## src/rtl/usr_pkg.sv

```systemverilog
// Shared definitions for the universal shift register: the mode encoding
// used by the datapath, the control flops and any bench driving the block.
// Port summary: none (package only).
package usr_pkg;

  // Operation select. The encoding is fixed because it is driven directly
  // from a 3-bit port.
  typedef enum logic [2:0] {
    HOLD = 3'b000,
    LOAD = 3'b001,
    SHL  = 3'b010,
    SHR  = 3'b011,
    ROL  = 3'b100,
    ROR  = 3'b101,
    ASR  = 3'b110,
    CLR  = 3'b111
  } mode_e;

  // Modes that move bits through the register and therefore advance the
  // shift counter.
  function automatic logic is_shift_mode(input mode_e m);
    return (m == SHL) || (m == SHR) || (m == ROL) || (m == ROR) || (m == ASR);
  endfunction

  // Modes whose serial output is the MSB (data leaves from the left end).
  function automatic logic is_left_mode(input mode_e m);
    return (m == SHL) || (m == ROL);
  endfunction

endpackage

```

## src/rtl/usr_next_val.sv

```systemverilog
// Next-state datapath for the universal shift register: picks the value q
// takes on the next enabled edge. Purely combinational, zero latency, no
// flow control. Ports: q (current contents), d (parallel data), sin (serial
// in), mode (operation), nxt (next contents).
module usr_next_val
  import usr_pkg::*;
#(
  parameter int WIDTH = 8
) (
  input  logic [WIDTH-1:0] q,
  input  logic [WIDTH-1:0] d,
  input  logic             sin,
  input  mode_e            mode,
  output logic [WIDTH-1:0] nxt
);

  always_comb begin
    nxt = q;
    case (mode)
      HOLD:    nxt = q;
      LOAD:    nxt = d;
      SHL:     nxt = {q[WIDTH-2:0], sin};
      SHR:     nxt = {sin, q[WIDTH-1:1]};
      ROL:     nxt = {q[WIDTH-2:0], q[WIDTH-1]};
      ROR:     nxt = {q[0], q[WIDTH-1:1]};
      // Sign bit is replicated; sin is deliberately not consulted.
      ASR:     nxt = {q[WIDTH-1], q[WIDTH-1:1]};
      CLR:     nxt = '0;
      default: nxt = q;
    endcase
  end

endmodule

```

## src/rtl/univ_shift_reg.sv

```systemverilog
// Universal WIDTH-bit register: hold/load/shift/rotate/ASR/clear with a
// saturating shift counter and a one-shot done pulse for SerDes use.
// Latency: q, cnt and done update one clock after the enabled edge; qn and
// sout are combinational from q. No backpressure: en=0 simply holds.
// Ports: clk, rst (async active-low), en, mode, d, sin -> q, qn, sout, cnt, done.
module univ_shift_reg
  import usr_pkg::*;
#(
  parameter  int               WIDTH   = 8,
  parameter  logic [WIDTH-1:0] RST_VAL = '0,
  localparam int               CNT_W   = $clog2(WIDTH + 1)
) (
  input  logic             clk,
  input  logic             rst,
  input  logic             en,
  input  logic [2:0]       mode,
  input  logic [WIDTH-1:0] d,
  input  logic             sin,
  output logic [WIDTH-1:0] q,
  output logic [WIDTH-1:0] qn,
  output logic             sout,
  output logic [CNT_W-1:0] cnt,
  output logic             done
);

  localparam logic [CNT_W-1:0] CNT_MAX = CNT_W'(WIDTH);

  mode_e            mode_sel;
  logic [WIDTH-1:0] q_r;
  logic [WIDTH-1:0] q_nxt;
  logic [CNT_W-1:0] cnt_r;
  logic [CNT_W-1:0] cnt_nxt;
  logic             done_r;
  logic             done_nxt;

  assign mode_sel = mode_e'(mode);

  usr_next_val #(
    .WIDTH (WIDTH)
  ) u_next_val (
    .q    (q_r),
    .d    (d),
    .sin  (sin),
    .mode (mode_sel),
    .nxt  (q_nxt)
  );

  // Counter/done decode for an enabled edge. LOAD and CLR restart the count
  // and suppress any completion on the same edge. done fires only on the
  // WIDTH-1 -> WIDTH step, so it never repeats while saturated.
  always_comb begin
    cnt_nxt  = cnt_r;
    done_nxt = 1'b0;
    if ((mode_sel == LOAD) || (mode_sel == CLR)) begin
      cnt_nxt = '0;
    end else if (is_shift_mode(mode_sel)) begin
      if (cnt_r < CNT_MAX) begin
        cnt_nxt = cnt_r + CNT_W'(1);
      end
      done_nxt = (cnt_r == CNT_MAX - CNT_W'(1));
    end
  end

  always_ff @(posedge clk or negedge rst) begin
    if (!rst) begin
      q_r    <= RST_VAL;
      cnt_r  <= '0;
      done_r <= 1'b0;
    end else if (en) begin
      q_r    <= q_nxt;
      cnt_r  <= cnt_nxt;
      done_r <= done_nxt;
    end else begin
      done_r <= 1'b0;
    end
  end

  assign q    = q_r;
  assign qn   = ~q_r;
  assign cnt  = cnt_r;
  assign done = done_r;
  // Left-moving modes emit the MSB; everything else emits the LSB, so a
  // serializer can sample sout before the shifting edge.
  assign sout = is_left_mode(mode_sel) ? q_r[WIDTH-1] : q_r[0];

endmodule

```

## config.mk

```make
export PLATFORM = sky130hd
export DESIGN_NAME = univ_shift_reg
export DESIGN_NICKNAME = d
export VERILOG_FILES = /design/src/rtl/usr_pkg.sv /design/src/rtl/usr_next_val.sv /design/src/rtl/univ_shift_reg.sv
export SDC_FILE = /design/constraint.sdc
export NUM_CORES = 1
export LEC_CHECK = 0
export BUFFER_PORTS_ARGS = -buffer_cell sky130_fd_sc_hd__buf_2
export CAP_MARGIN = 15
export CORE_MARGIN = 4
export CORE_UTILIZATION = 45
export CTS_CLUSTER_SIZE = 8
export DETAILED_ROUTE_END_ITERATION = 16
export PLACE_DENSITY = 0.86
export SYNTH_ARGS = -nofsm -noshare
export SYNTH_HDL_FRONTEND = slang
export SYNTH_HIERARCHICAL = 1
export SYNTH_SLANG_ARGS = --single-unit
```

## constraint.sdc

```tcl
create_clock -name clk -period 2.5 [get_ports clk]
set_input_delay 0.5 -clock clk [delete_from_list [all_inputs] [get_ports clk]]
set_output_delay 0.5 -clock clk [all_outputs]
set_load 0.02 [all_outputs]
```

==> results.toml <==
[pwr]
switching_share_pct = 43.0
power_leakage_nw = 0.571
switchingPower_mw = 0.350
ir_drop_mv = 0.472
cell_internal_pwr_mw = 0.465
p_seq_share_pct = 38.0
power_frac_clock_pct = 16.3
p_per_area_nw_per_um2 = 686
comb_power_share_pct = 45.7

[worst_setup_path]
slowest_stage = "buf_2"
end_kind = "output pin"
crit_required_ns = 2.00
cpMostUsedCell = "buf_2"
critPathMaxStageDelay_ns = 0.34
crit_chain = "buf_2 -> xnor2_1 -> nor2_1 -> nand2_1 -> o21ai_0 -> buf_2"
cp_max_fo = 19
critical_path_arrival_ns = 1.47
cp-start-kind = "input pin"
crit_type = "in2out"

[global_routing]
antenna_found_initial = 0
grt_first_pass_wirelength_um = 4270
grt_util_all_layers_pct = 16.9
grt_pass1_vias = 962
grt_max_degree = 31
globalRouteOverflowTotal = 0

[finish]
drive_above_1_share_pct = 34.0
layout_commonest_cell = "buf_2"
fin_util_pct = 57.6
area_growth_pct = 16.7
fill_cells = 205
antenna_cells = 0
instances_no_fill = 177
design_area_um2 = 1190
final_cell_mix = "buf_2 (36), dfrtp_1 (13), nand2_1 (12)"
nets = 167

[clock_tree]
cts_buffers = 3
cts_root_buffer = "clkbuf_4"
cts_tree = "done"
cts_hold_buf = 0
path_clk_slew_ns = 0.09
h-tree-depth = 1
post_cts.repair.setup_buffers = 0
cts_resized = 0
clockBufferDepth = 2
cts_sinks = 13
clock_latency_ns = 0.28

[hold_path]
hp-class = "in2async"

[timing]
finalSetupTns_ns = 0
rsz0062_at_grt = "no"
fmax_mhz = 506
tightest_slew_ns = 0.489
min_period_over_period_pct = 79.0
setup_viol = 0
fin_hold_ws_ns = 0.0922
slew_violations = 0
period_needed_ns = 1.97
max_slew_margin_pct = 67.4
fin_skew_ns = 0.00382
hold_viol_final = 0

[yosys]
syn_nets = 135
synth_area_leaders = "dfrtp_1 (32%), a21oi_1 (5.4%), o21ai_0 (5.4%), buf_6 (4.4%), nand2_1 (4.4%)"
ys_warn_count = 6
synth.top_cell.area_share_pct = 31.9
syn_avg_cell_area_um2 = 8.56
synth_cell_type_count = 37
async_reset_ff_share_pct = 100
synth_ff_type = "dfrtp_1"
synth_top_cell_by_area = "dfrtp_1"
yosys_register_bits = 13
syn_inst = 119
synth-edff-count = 0
syn_area_um2 = 1020
ys_seq_area_share_pct = 31.9

[floorplanning]
rows = 16
start_util_pct = 49.4
die_area_um2 = 3090
fp.dieW_um = 55.6
coreArea_um2 = 2060
pin_count = 37
die_h_um = 55.6

[job]
cap_violations = 0

[detailed_routing]
drt-initial-drc-count = 35
ant_nets = 0
wl_per_cell_um = 14.2
wirelength_um = 2520
vias = 994
viasPerCell = 5.62
drc = 0
drtPass1Iterations = 5

[placement]
placed_cell_area_um2 = 1160
place_congestion = 0.908
hpwl_um = 1910
numPortBuffers = 36
dp_cells = 173

[status]
status = "finished clean"
-- layer usage --
layer / vias up / track usage, % / part of all wire [%]
li1: 482 / - / -
met3: 2 / 4.64 / 8.2
met2: 50 / 25.8 / 45
met1: 460 / 21.6 / 46
met4: 0 / 8.68 / 0.52
met5: - / 0 / 0
-- power by group through the flow --
stage	Combinational [mW]	Sequential (mW)	Clock [mW]
final	0.372	0.310	0.133
after global routing	0.407	0.318	0.151
after CTS	0.374	0.309	0.138
after detailed placement	0.374	0.312	0
after global placement	0.364	0.309	0
after floorplan	0.211	0.358	0
-- cells in the mapped netlist, types with 2 or more instances --
library cell	count
a21o_1	2
a21oi_1	11
a22o_1	2
a22oi_1	2
a311o_1	4
and3_1	2
buf_2	3
buf_6	4
dfrtp_1	13
inv_1	8
mux2i_1	3
nand2_1	12
nor2_1	8
nor2b_1	5
nor3_1	4
o21ai_0	11
o21ai_1	5
-- state kept, by name, indices dropped and copies added, names as in the netlist --
name  count
q         8
cnt       4
done      1
-- final cells by class --
| type | instances | area, um^2 | share of cell area (%) |
|---|---|---|---|
| sequential | 13 | 325 | 27.4 |
| multi-input combinational | 89 | 592 | 49.8 |
| timing repair buffer | 36 | 180 | 15.2 |
| tap | 27 | 33.8 | 2.84 |
| clock buffer | 3 | 22.5 | 1.89 |
| inverter | 8 | 30.0 | 2.53 |
| clock inverter | 1 | 5.00 | 0.421 |
-- worst paths after layout --
check,startpoint,end,slack [ns],cells after the start
worst max register to register,q[7],q[0],1.07,6
worst max-delay path,mode[1],sout,0.53,6
worst min register to register,cnt[3],cnt[3],0.54,1
max in group asynchronous,rst,q[3],2.17,1
worst min-delay path,rst,q[0],0.09,1
min in group clk,cnt[3],cnt[3],0.54,1
-- critical path, delay by kind of cell --
family                    cells  cell delay [ns]
AOI/OAI and AO/OA             1             0.07
xor gates and xnor gates      1             0.16
buffers and inverters         2             0.52
and+or+nand+nor               2             0.22
-- cell families (layout without fill, tap and decap cells) --
logic type	after synthesis	after routing	share of synthesized area, %
AO/OA/AOI/OAI	42	42	26.5
XOR/XNOR	2	2	3.56
adder cells (fa/ha/maj)	1	1	1.23
buffers and inverters	17	48	9.95
multiplexers	5	5	5.53
flip-flops	13	13	31.9
AND/OR/NAND/NOR	39	39	21.3
-- metrics by stage --
step | power (mW) | setup slack (ns)
after floorplan | 0.569 | 0.782
after global placement | 0.673 | 0.599
after detailed placement | 0.686 | 0.533
after CTS | 0.821 | 0.533
after global routing | 0.876 | 0.434
final | 0.815 | 0.525
Note: power is estimated with default switching activity, not from simulation.
